<file path="config.mk">
export PLATFORM = sky130hd
export DESIGN_NAME = sb_reg_file
export DESIGN_NICKNAME = d
export VERILOG_FILES = /design/src/rtl/sb_reg_file_pkg.sv /design/src/rtl/rf_scoreboard.sv /design/src/rtl/sb_reg_file.sv
export SDC_FILE = /design/constraint.sdc
export NUM_CORES = 2
export LEC_CHECK = 0
export ABC_CLOCK_PERIOD_IN_PS = 92700
export CAP_MARGIN = 40
export CORE_MARGIN = 4
export CORE_UTILIZATION = 28
export DETAILED_ROUTE_END_ITERATION = 10
export GPL_TIMING_DRIVEN = 0
export PLACE_DENSITY = 0.52
export SYNTH_ARGS = -nofsm -noshare
export SYNTH_HDL_FRONTEND = slang
export SYNTH_SLANG_ARGS = --single-unit
</file>
<file path="constraint.sdc">
create_clock -name clk -period 92.7 [get_ports clk]
set_input_delay 13.905 -clock clk [delete_from_list [all_inputs] [get_ports clk]]
set_output_delay 13.905 -clock clk [all_outputs]
set_load 0.01 [all_outputs]
</file>
<file path="src/rtl/sb_reg_file_pkg.sv">
// sb_reg_file_pkg: shared defaults and the write-port payload for the register file.
package sb_reg_file_pkg;

   localparam int unsigned DEF_DATA_WIDTH = 32;
   localparam int unsigned DEF_ADDR_WIDTH = 5;

   // One write port's worth of request at the default geometry.
   typedef struct packed {
      logic                      en;
      logic [DEF_ADDR_WIDTH-1:0] addr;
      logic [DEF_DATA_WIDTH-1:0] data;
   } wr_port_t;

endpackage : sb_reg_file_pkg

</file>
<file path="src/rtl/rf_scoreboard.sv">
// rf_scoreboard: per-register busy bits, issue acceptance and set/clear priority.
// Register 0 is never busy; an accepted issue wins over a same-cycle write clear.
module rf_scoreboard
   import sb_reg_file_pkg::*;
#(
   parameter int unsigned ADDR_WIDTH = DEF_ADDR_WIDTH,
   parameter int unsigned NUM_WR     = 2
) (
   input  logic                                 clk,
   input  logic                                 rst,
   input  logic [NUM_WR-1:0]                    wr_en,
   input  logic [NUM_WR-1:0][ADDR_WIDTH-1:0]    wr_addr,
   input  logic                                 iss_en,
   input  logic [ADDR_WIDTH-1:0]                iss_addr,
   output logic [(1 << ADDR_WIDTH)-1:0]         busy,
   output logic                                 iss_ok
);

   localparam int unsigned DEPTH = 1 << ADDR_WIDTH;

   logic [DEPTH-1:0] wr_hit;
   logic [DEPTH-1:0] busy_nxt;

   // Decode active writes, decide issue acceptance and next busy state.
   always_comb begin
      wr_hit   = '0;
      busy_nxt = busy;
      for (int p = 0; p < int'(NUM_WR); p++) begin
         if (wr_en[p] && (wr_addr[p] != '0)) wr_hit[wr_addr[p]] = 1'b1;
      end
      iss_ok   = iss_en && ((iss_addr == '0) || !busy[iss_addr] || wr_hit[iss_addr]);
      busy_nxt = busy & ~wr_hit;
      if (iss_ok && (iss_addr != '0)) busy_nxt[iss_addr] = 1'b1;
      busy_nxt[0] = 1'b0;
   end

   // Busy bit register; reset clears every entry immediately.
   always_ff @(posedge clk or posedge rst) begin
      if (rst) busy <= '0;
      else     busy <= busy_nxt;
   end

endmodule : rf_scoreboard

</file>
<file path="src/rtl/sb_reg_file.sv">
// sb_reg_file: multi-port register file with issue scoreboard.
// Optional macro RF_BYPASS_EN forwards same-cycle write data (and a cleared
// busy bit) to the read ports; without it writes become visible next cycle.
module sb_reg_file
   import sb_reg_file_pkg::*;
#(
   parameter int unsigned DATA_WIDTH = DEF_DATA_WIDTH,
   parameter int unsigned ADDR_WIDTH = DEF_ADDR_WIDTH,
   parameter int unsigned NUM_RD     = 2,
   parameter int unsigned NUM_WR     = 2
) (
   input  logic                                 clk,
   input  logic                                 rst,
   input  logic [NUM_WR-1:0]                    wr_en,
   input  logic [NUM_WR-1:0][ADDR_WIDTH-1:0]    wr_addr,
   input  logic [NUM_WR-1:0][DATA_WIDTH-1:0]    wr_data,
   input  logic [NUM_RD-1:0][ADDR_WIDTH-1:0]    rd_addr,
   output logic [NUM_RD-1:0][DATA_WIDTH-1:0]    rd_data,
   output logic [NUM_RD-1:0]                    rd_busy,
   input  logic                                 iss_en,
   input  logic [ADDR_WIDTH-1:0]                iss_addr,
   output logic                                 iss_ok,
   output logic                                 wr_conflict
);

   localparam int unsigned DEPTH = 1 << ADDR_WIDTH;

   logic [DEPTH-1:0][DATA_WIDTH-1:0] mem;
   logic [DEPTH-1:0]                 busy;

   rf_scoreboard #(
      .ADDR_WIDTH (ADDR_WIDTH),
      .NUM_WR     (NUM_WR)
   ) u_scoreboard (
      .clk      (clk),
      .rst      (rst),
      .wr_en    (wr_en),
      .wr_addr  (wr_addr),
      .iss_en   (iss_en),
      .iss_addr (iss_addr),
      .busy     (busy),
      .iss_ok   (iss_ok)
   );

   // Data array; later ports overwrite earlier ones so the highest index wins.
   always_ff @(posedge clk or posedge rst) begin
      if (rst) begin
         mem <= '0;
      end else begin
         for (int p = 0; p < int'(NUM_WR); p++) begin
            if (wr_en[p] && (wr_addr[p] != '0)) mem[wr_addr[p]] <= wr_data[p];
         end
      end
   end

   // Flag two or more enabled ports hitting the same nonzero register.
   always_comb begin
      wr_conflict = 1'b0;
      for (int i = 0; i < int'(NUM_WR); i++) begin
         for (int j = i + 1; j < int'(NUM_WR); j++) begin
            if (wr_en[i] && wr_en[j] && (wr_addr[i] == wr_addr[j]) && (wr_addr[i] != '0))
               wr_conflict = !rst;
         end
      end
   end

   // Read muxing with optional same-cycle write forwarding.
   always_comb begin
      rd_data = '0;
      rd_busy = '0;
      for (int r = 0; r < int'(NUM_RD); r++) begin
         rd_data[r] = mem[rd_addr[r]];
         rd_busy[r] = busy[rd_addr[r]];
`ifdef RF_BYPASS_EN
         for (int p = 0; p < int'(NUM_WR); p++) begin
            if (!rst && wr_en[p] && (wr_addr[p] != '0) && (wr_addr[p] == rd_addr[r])) begin
               rd_data[r] = wr_data[p];
               rd_busy[r] = 1'b0;
            end
         end
`else
`endif
      end
   end

endmodule : sb_reg_file

</file>
==> flow_metrics.tcl <==
set metrics [dict create \
    outcome "finished clean" \
    post_drt_via_cell_ratio 6.10 \
    critical_path_class "in -> out" \
    num_vias 57900 \
    cts-buffers-inserted 132 \
    dieArea_um2 241000 \
    hold_depth 1 \
    max-vdd-ir-drop_uv 12.5 \
    hold_end "mem[4]" \
    synth_top_cell_by_area "dfrtp_1" \
    top_layer_used "met5" \
    cts_tree "built" \
    worst_pin_slew_ps 1050 \
    cp-start-kind "input pin" \
    fin_skew_ps 11.3 \
    synth_fa_ha_area_share_pct 0 \
    clk-insertion-delay-late_ps 800 \
    avgRoutedWirePerCell_um 35.8 \
    seq_area_frac_synth_pct 40.4 \
    grt.total_usage_pct 27.3 \
    wirelength_mm 340 \
    path_max_fanout 10 \
    hold_viol 0 \
    num-fill-cells 23000 \
    grt_max_degree 118 \
    min_from "mem[4]" \
    netlist_top_cells_count "dfrtp_1 (1055), mux2i_1 (984), mux4_2 (665)" \
    initial_core_util_pct 28.1 \
    synthSimpleGateAreaFrac_pct 7.37 \
    multiInputGateArea_um2 36100 \
    grt_overflow 0 \
    wl_met2_mm 141 \
    cts_buffer_depth 3 \
    regToRegSetupSlack_ps 90300 \
    dp_hpwl_mm 255 \
    worstReg2RegEnd "u_scoreboard.busy[10]" \
    synth_compound_area_share_pct 8.65 \
    first_pass_iters 9 \
    port_buffers 142 \
    hold_buffers 0 \
    netlist.area_leader.share_pct 40.4 \
    fin_crit_sh_pct 34.2 \
    yosysMostFrequentCell "dfrtp_1" \
    fin_crit_ps 31730 \
    synth_top_family_by_area "multiplexers" \
    postCtsSetupRepairBufs 0 \
    met1_length_mm 125 \
    fin_setup_tns_ps 0 \
    rr_startpoint "u_scoreboard.busy[30]" \
    htreeDepth 4 \
    crit_required_ps 78790 \
    drc 0 \
    cp.arrival_ps 17820 \
    area_delta_synth_final_pct 20.7 \
    maxSlewViolCount 0 \
    cts.clk_slew.worst_paths_ps 60 \
    die_h_um 491 \
    seq_area_um2 26400 \
    syn-instance-count 5769 \
    ios 162 \
    rows 177 \
    async_reset_ff_share_pct 100 \
    first_global_vias 56300 \
    wl_met3_mm 46.6 \
    clkSinkCount 1055 \
    drive_above_1_share_pct 20.9 \
    hold_path.class "reg -> reg" \
    powerDensity_nw_per_um2 21.1 \
    ant_nets 0 \
    synth-main-ff-cell "dfrtp_1" \
    root_buffer "clkbuf_16" \
    antenna_found_initial 30 \
    muxShareOfSynthArea_pct 39.2 \
    grt_first_pass_wirelength_mm 462 \
    relSlewSlack_pct 29.8 \
    yosys_warnings 0 \
    drt_iter0_markers 8861 \
    synth-xor-area-share_pct 0.0671 \
    synth_area_per_cell_um2 11.3 \
    cts_resized 0 \
    setup_viol 0 \
    core-area_um2 232000 \
    synth_edf_count 0 \
    r2r_cells 8 \
    netlist_area_um2 65300 \
    yosys-top-cells-area "dfrtp_1 (40%), mux4_2 (23%), mux2i_1 (15%), o21ai_0 (4.5%), nand2_1 (3.6%)" \
    yosysUniqueCellTypes 63 \
    totalPowerFinal_w 0.00166 \
    globalplace.congestion 0.970 \
    layout.nets 6412 \
    max_freq_mhz 31.5 \
    rsz0062_at_grt "no" \
    yosys_register_bits 1055 \
    syn_nets 5863 \
    p_leak_nw 32.0 \
    die-width_um 491 \
    cap_violations 0 \
    cp-end-kind "output pin" \
]
==> cell type report <==
class / count / area share (%)
clock buffers: 195 / 4.82
multi-input cells: 3998 / 45.8
repair buffers: 415 / 6.70
inverters: 5 / 0.0333
flip-flops and latches: 1055 / 33.5
well taps: 3043 / 4.83
diodes: 25 / 0.0794
clock inverters: 39 / 0.605
plain buffers: 711 / 3.59
==> flip-flops by register name (all words and copies together), names as in the netlist <==
name and count:
u_scoreboard.busy 31, mem 1024
==> per-layer routing <==
layer,global-route usage (%),vias up
met2,39.0,4602
met1,34.1,29800
met5,0.218,-
li1,-,22400
met4,17.6,28
met3,11.0,1123
==> cell usage in the layout (no fill, tap or decap), types with 7 or more instances in the layout <==
cell	instances
o31ai_1	29
o21ai_0	582
clkbuf_16	133
buf_1	63
a22oi_1	12
o211ai_1	7
mux2i_1	984
dfrtp_1	1055
diode_2	25
and3_1	7
clkdlybuf4s50_1	142
mux4_2	665
nor2_2	9
clkinv_2	14
nand3b_1	10
buf_8	143
clkbuf_1	573
nand4_1	7
buf_2	96
buf_6	105
mux2_2	68
clkbuf_2	14
a21oi_1	425
nand2_1	624
clkbuf_8	24
nand3_1	20
buf_4	10
buf_16	17
nor2b_1	10
nor2_1	459
==> worst max path at each step <==
stage	startpoint	to	depth (start not counted)
2_1_floorplan	rst	wr_conflict	3
3_3_place_gp	rst	wr_conflict	5
3_5_place_dp	rd_addr[5]	rd_data[34]	7
4_1_cts	rd_addr[5]	rd_data[34]	7
5_1_grt	wr_addr[1]	iss_ok	11
6_report	rd_addr[5]	rd_data[33]	7
==> critical path, cell delays in order <==
cell	delay (ps)
clkbuf_1	220
clkbuf_1	770
buf_2	820
mux4_2	640
mux4_2	530
mux2_2	390
clkdlybuf4s50_1	510
==> power breakdown <==
group          total, W  switching (W)  internal [W]  leakage (nW)
registers      0.000675      0.0000962      0.000579          13.0
clock network  0.000529       0.000231      0.000298          2.08
logic          0.000455       0.000211      0.000244          16.9
==> metrics by stage <==
step / util [%] / instance area (µm²) / hold WS, ps / worst slack [ps] / instances
2_1_floorplan: - / 65300 / 441 / 41110 / 5769
3_3_place_gp: 30.4 / 70500 / 454 / 28870 / 8954
3_5_place_dp: 32.0 / 74400 / 468 / 61130 / 9222
4_1_cts: 33.9 / 78700 / 481 / 61130 / 9456
5_1_grt: 33.9 / 78800 / 499 / 61010 / 9470
6_report: 33.9 / 78800 / 475 / 60970 / 9486
==> cells by family (layout without fill, tap and decap cells) <==
| logic type | Yosys count | count (layout) |
|---|---|---|
| compound gates | 1084 | 1084 |
| flops | 1055 | 1055 |
| mux | 1717 | 1717 |
| other cells | 0 | 25 |
| xor+xnor | 5 | 5 |
| simple gates | 1192 | 1192 |
| buf+inv | 716 | 1365 |
No activity file was read; power rests on OpenSTA's default activity.
